[src/rtl/pb_color_cycler.sv]
// Push-button colour cycler: per-channel synchronised, locked-out button
// presses step a wrapping colour index up or down; equality of all indices is reported.
module pb_color_cycler #(
  parameter  int N_CH          = 3,
  parameter  int N_COLORS      = 6,
  parameter  int TICK_DIV      = 50000,
  parameter  int LOCKOUT_TICKS = 200,
  localparam int IW            = (N_COLORS > 2) ? $clog2(N_COLORS) : 1
) (
  input  logic                 CLK,
  input  logic                 RESETN,
  input  logic [N_CH-1:0]      btn,
  input  logic                 dir,
  input  logic                 clear,
  output logic [N_CH*IW-1:0]   idx,
  output logic [N_CH-1:0]      press_pulse,
  output logic                 all_equal,
  output logic [IW-1:0]        match_idx
);

  localparam int TW = (TICK_DIV > 1) ? $clog2(TICK_DIV) : 1;
  localparam int LW = $clog2(LOCKOUT_TICKS + 1);

  typedef enum logic [1:0] {
    ST_IDLE     = 2'd0,
    ST_LOCK     = 2'd1,
    ST_WAIT_REL = 2'd2
  } state_t;

  logic [TW-1:0]   tick_cnt_r;
  logic            tick_s;
  logic [N_CH-1:0] sync1_r;
  logic [N_CH-1:0] btn_s;
  logic            eq_s;

  assign tick_s = (tick_cnt_r == TW'(TICK_DIV - 1));

  // free-running lockout tick divider
  always_ff @(posedge CLK or negedge RESETN) begin
    if (!RESETN) begin
      tick_cnt_r <= {TW{1'b0}};
    end else if (tick_s) begin
      tick_cnt_r <= {TW{1'b0}};
    end else begin
      tick_cnt_r <= tick_cnt_r + TW'(1);
    end
  end

  // two-flop synchroniser for the raw buttons
  always_ff @(posedge CLK or negedge RESETN) begin
    if (!RESETN) begin
      sync1_r <= {N_CH{1'b0}};
      btn_s   <= {N_CH{1'b0}};
    end else begin
      sync1_r <= btn;
      btn_s   <= sync1_r;
    end
  end

  genvar g;
  for (g = 0; g < N_CH; g++) begin : g_ch
    state_t          state_r;
    state_t          state_nxt_s;
    logic [LW-1:0]   lock_cnt_r;
    logic            accept_s;
    logic [IW-1:0]   idx_r;
    logic [IW-1:0]   step_s;
    logic            pulse_r;

    // channel FSM state register
    always_ff @(posedge CLK or negedge RESETN) begin
      if (!RESETN) begin
        state_r <= ST_IDLE;
      end else begin
        state_r <= state_nxt_s;
      end
    end

    // channel FSM next state; a held button parks in WAIT_REL
    always_comb begin
      state_nxt_s = state_r;
      case (state_r)
        ST_IDLE: begin
          if (btn_s[g]) state_nxt_s = ST_LOCK;
          else          state_nxt_s = ST_IDLE;
        end
        ST_LOCK: begin
          if ((lock_cnt_r == {LW{1'b0}}) || (tick_s && (lock_cnt_r == LW'(1))))
            state_nxt_s = ST_WAIT_REL;
          else
            state_nxt_s = ST_LOCK;
        end
        ST_WAIT_REL: begin
          if (btn_s[g]) state_nxt_s = ST_WAIT_REL;
          else          state_nxt_s = ST_IDLE;
        end
        default: state_nxt_s = ST_IDLE;
      endcase
    end

    // channel FSM outputs: press acceptance and the wrapped next index
    always_comb begin
      accept_s = (state_r == ST_IDLE) && btn_s[g];
      if (dir) begin
        if (idx_r == {IW{1'b0}}) step_s = IW'(N_COLORS - 1);
        else                     step_s = idx_r - IW'(1);
      end else begin
        if (idx_r == IW'(N_COLORS - 1)) step_s = {IW{1'b0}};
        else                            step_s = idx_r + IW'(1);
      end
    end

    // lockout counter, decremented on ticks while locked
    always_ff @(posedge CLK or negedge RESETN) begin
      if (!RESETN) begin
        lock_cnt_r <= {LW{1'b0}};
      end else if (accept_s) begin
        lock_cnt_r <= LW'(LOCKOUT_TICKS);
      end else if ((state_r == ST_LOCK) && tick_s && (lock_cnt_r != {LW{1'b0}})) begin
        lock_cnt_r <= lock_cnt_r - LW'(1);
      end else begin
        lock_cnt_r <= lock_cnt_r;
      end
    end

    // index and press pulse; clear wins over a same-cycle step
    always_ff @(posedge CLK or negedge RESETN) begin
      if (!RESETN) begin
        idx_r   <= {IW{1'b0}};
        pulse_r <= 1'b0;
      end else begin
        pulse_r <= accept_s;
        if (clear)         idx_r <= {IW{1'b0}};
        else if (accept_s) idx_r <= step_s;
        else               idx_r <= idx_r;
      end
    end

    assign idx[g*IW +: IW] = idx_r;
    assign press_pulse[g]  = pulse_r;
  end

  // equality of the registered indices against channel 0
  always_comb begin
    eq_s = 1'b1;
    for (int i = 1; i < N_CH; i++) begin
      if (idx[i*IW +: IW] != idx[IW-1:0]) eq_s = 1'b0;
      else                                eq_s = eq_s;
    end
  end

  // registered equality flag and matching index
  always_ff @(posedge CLK or negedge RESETN) begin
    if (!RESETN) begin
      all_equal <= 1'b1;
      match_idx <= {IW{1'b0}};
    end else begin
      all_equal <= eq_s;
      match_idx <= eq_s ? idx[IW-1:0] : {IW{1'b0}};
    end
  end

endmodule
[config.mk]
export PLATFORM = sky130hd
export DESIGN_NAME = pb_color_cycler
export DESIGN_NICKNAME = d
export VERILOG_FILES = /design/src/rtl/pb_color_cycler.sv
export SDC_FILE = /design/constraint.sdc
export NUM_CORES = 1
export LEC_CHECK = 0
export BUFFER_PORTS_ARGS = -buffer_cell sky130_fd_sc_hd__buf_2
export CAP_MARGIN = 25
export CORE_MARGIN = 2
export CORE_UTILIZATION = 44
export CTS_CLUSTER_DIAMETER = 60
export DETAILED_ROUTE_END_ITERATION = 6
export GPL_TIMING_DRIVEN = 0
export PLACE_DENSITY_LB_ADDON = 0.08
export SKIP_LAST_GASP = 1
export SLEW_MARGIN = 40
export SYNTH_ARGS = -nofsm -noshare
export SYNTH_HDL_FRONTEND = slang
export SYNTH_SLANG_ARGS = --single-unit
[constraint.sdc]
create_clock -name CLK -period 2.6 [get_ports CLK]
set_input_delay 0.13 -clock CLK [delete_from_list [all_inputs] [get_ports CLK]]
set_output_delay 0.13 -clock CLK [all_outputs]
set_load 0.1 [all_outputs]
==> key figures <==
Synth
  • Post-synthesis sequential area ratio: 0.471
  • Post-Syn Instances: roughly 360
  • Most frequent cells after synthesis: dfrtp_1 (67), nor2_1 (30), a21oi_1 (23)
  • Area contributors post-synth: dfrtp_1 (46%), mux2i_1 (3.9%), ha_1 (3.5%)
  • Top_reg_cell synth: dfrtp_1
  • Mapped Area: around 3600 sq um
  • Count leader, synth: dfrtp_1
  • Syn_nets: 380
  • Area leader, netlist: dfrtp_1
  • Synth top area share: 0.464
  • Avg Inst Size Synth: 9.96 sq um
  • Synth warnings: 0
  • Flop and latch count out of synthesis: 68
  • Synth cell types: 57
  • Async SR Flop Fraction: 1.00
  • EDFF count, synth: 0

Clocking
  • Clk root buf: clkbuf_8
  • Longest Clk Path Bufs: 2
  • Clk sinks: 68
  • Post-CTS Setup Inserts: 0
  • CTS H-tree lvls: 3
  • Reg clk slew, reported paths: 0.07 ns
  • CTS buffer count: 9
  • CTS tree: yes
  • Clock latency on the worst-skew pair: between 0.3 and 0.4 ns

Timing
  • Final Critical Period: 2.30 ns
  • Slew headroom: 0.592
  • Unrepaired setup endpoints after global routing: no
  • Worst slew pin tran: 0.607 ns
  • Clock Skews: 0.00660 ns
  • Final period util: 0.886
  • Hold slack: 0.198 ns
  • Final hold vios: 0
  • Max Fclk: 434 MHz
  • Finish-stage setup viols: 0
  • Post-route setup TNS: 0 ns
  • Total count of max-transition violations in the final report: 0

Drt
  • Routed Antenna Nets: 0
  • DR iter-0 viols: 121
  • Final wirelength: about 7500 um
  • Vias after detailed routing: around 2.8k
  • WL/cell: about 15 um
  • DR pass1 iterations: 4
  • Routed vias/inst: 5.47
  • Drc violations: 0

Critical path
  • R2R setup slack: 0.30 ns
  • Crit. End Element: flop
  • Worst EP required: 2.86 ns
  • Arrival @ worst endpoint: between 2 and 3 ns
  • Worst reg2reg path depth: 5
  • CP Class: reg -> reg
  • Worst setup path endpoint: g_ch[0].lock_cnt_r[2]
  • R2r endpoint: g_ch[0].lock_cnt_r[2]
  • Startpoint type of the worst setup path: flop
  • Critical path origin: tick_cnt_r[5]
  • CP Max Fanout: 10
  • Worst r2r src: tick_cnt_r[5]

Final layout
  • Fin util: 0.503
  • Final net count: 416
  • Layout area overhead: 12.6%
  • Ant. Diodes: 0
  • Fin cells: 508
  • Layout cells sized above 1: 0.146

Power and ir drop
  • Combinational power share: 0.206
  • Switching pwr: 0.000771 W
  • VDD IR-drop max: 0.256 mV
  • Pwr Total: 0.00236 W
  • PwrDens: slightly below 600 nW/um^2
  • Net Sw Frac: 0.327
  • Int Pwr: 0.00159 W
  • Flop pwr share: 0.489
  • LEAKAGE: 1.79 nW
  • Clock share of power: 0.305

GRT
  • Global-route wire length before repair: around 13000 um
  • All-layer global routing usage: 0.188
  • Vias in the first global route: 2641
  • Largest net degree at the start of global routing: 47
  • Global route overflow: 0
  • Antenna violations before repair: 0

Place
  • Final HPWL DP: 5160 um
  • Input/output buffers: 20
  • Routability cong.: 0.786
  • Placed cell count: a little under 500

Floorplan
  • Die W: 94.7 um
  • Die Area: 8960 sq um
  • Initial Utilization: 0.447
  • Core area: between 8000 and 9000 sq um
  • Die Span Y: 94.7 um
  • IO Pins: 23
  • Cell Rows: 33

Run status
  • Status: complete, no violations

Worst hold path
  • Hold Path Class: in -> async

Job
  • MaxCap Viol Count: 0
-- per-layer routing --
layer | wire length (um) | GRT usage
met1 | 3850 | 0.271
met2 | 3260 | 0.274
met3 | 200 | 0.0367
met4 | 139 | 0.0870
met5 | 0 | 0
-- worst min path at each step --
stage                 from  cells past startpoint          endpoint  slack [ns]
floorplan           RESETN                      0          btn_s[0]       -0.17
global placement    btn[2]                      1        sync1_r[2]        0.24
detailed placement  RESETN                      1      match_idx[1]       0.002
CTS                  clear                      2  g_ch[2].idx_r[0]        0.19
global route        RESETN                      2      match_idx[1]        0.21
finish              RESETN                      2      match_idx[1]        0.20
-- flip-flops by register name, indices dropped and copies added, names as in the netlist --
name and cells:
g_ch.pulse_r 3, match_idx 3, g_ch.lock_cnt_r 24, g_ch.state_r 6
sync1_r 3, btn_s 3, all_equal 1, g_ch.idx_r 9
tick_cnt_r 16
-- timing repair --
action                                  in CTS  in global routing
endpoints found under the hold margin       70                  0
endpoints found under the setup margin       0                  0
gates resized for setup                      0                  0
hold buffers                                 4                  0
-- kinds of logic after synthesis --
logic type | count (synthesis) | share of synthesized area
AND/OR/NAND/NOR | 162 | 0.273
flip-flops | 68 | 0.471
AO/OA/AOI/OAI | 62 | 0.102
buffers and inverters | 31 | 0.0425
XOR/XNOR | 16 | 0.0387
multiplexers | 14 | 0.0387
adder cells (fa/ha/maj) | 10 | 0.0346
-- stage by stage --
step                      setup WS (ns)  instance area (sq um)
after floorplan                   0.588                   3620
after CTS                         0.248                   4070
after global placement            0.347                   3850
final                             0.297                   4070
after detailed placement          0.297                   3880
after global routing             0.0774                   4070
-- final cells by class --
class	count	area [sq um]
flip-flops and latches	68	1700
clock inverters	3	15.0
inverters	15	56.3
plain buffers	16	97.6
repair buffers	25	174
well taps	105	131
multi-input cells	264	1760
fillers	795	4020
clock buffers	12	135
-- cell usage in the layout, fill, tap and decap left out, types with 6 or more instances in the layout --
cell type,Yosys,routed
mux2i_1,14,14
nor3_1,8,8
nand2_1,19,19
ha_1,10,10
nor2_1,30,30
or4_1,11,11
dfrtp_1,67,67
o31ai_1,7,7
buf_2,1,20
and2_1,6,6
clkbuf_8,1,10
o21ai_0,18,18
xnor2_1,11,11
nand4_1,7,7
a21oi_1,23,23
or3_1,11,11
nand3_1,17,17
inv_1,13,13
clkbuf_1,7,10
-- worst max-delay path, cell delays in order, from the launching register on --
cell      delay, ns
dfrtp_1        0.43
nor4b_2        0.40
nand4_1        0.37
clkbuf_1       0.34
or3_2          0.50
a21oi_1        0.17
-- power groups by stage --
stage / registers (W) / logic [W] / clock network, W
floorplan: 0.00130 / 0.000250 / 0
global placement: 0.00117 / 0.000475 / 0
detailed placement: 0.00117 / 0.000485 / 0
CTS: 0.00115 / 0.000490 / 0.000746
global route: 0.00116 / 0.000530 / 0.000803
finish: 0.00115 / 0.000485 / 0.000720
Power figures use the tool's default switching activity.
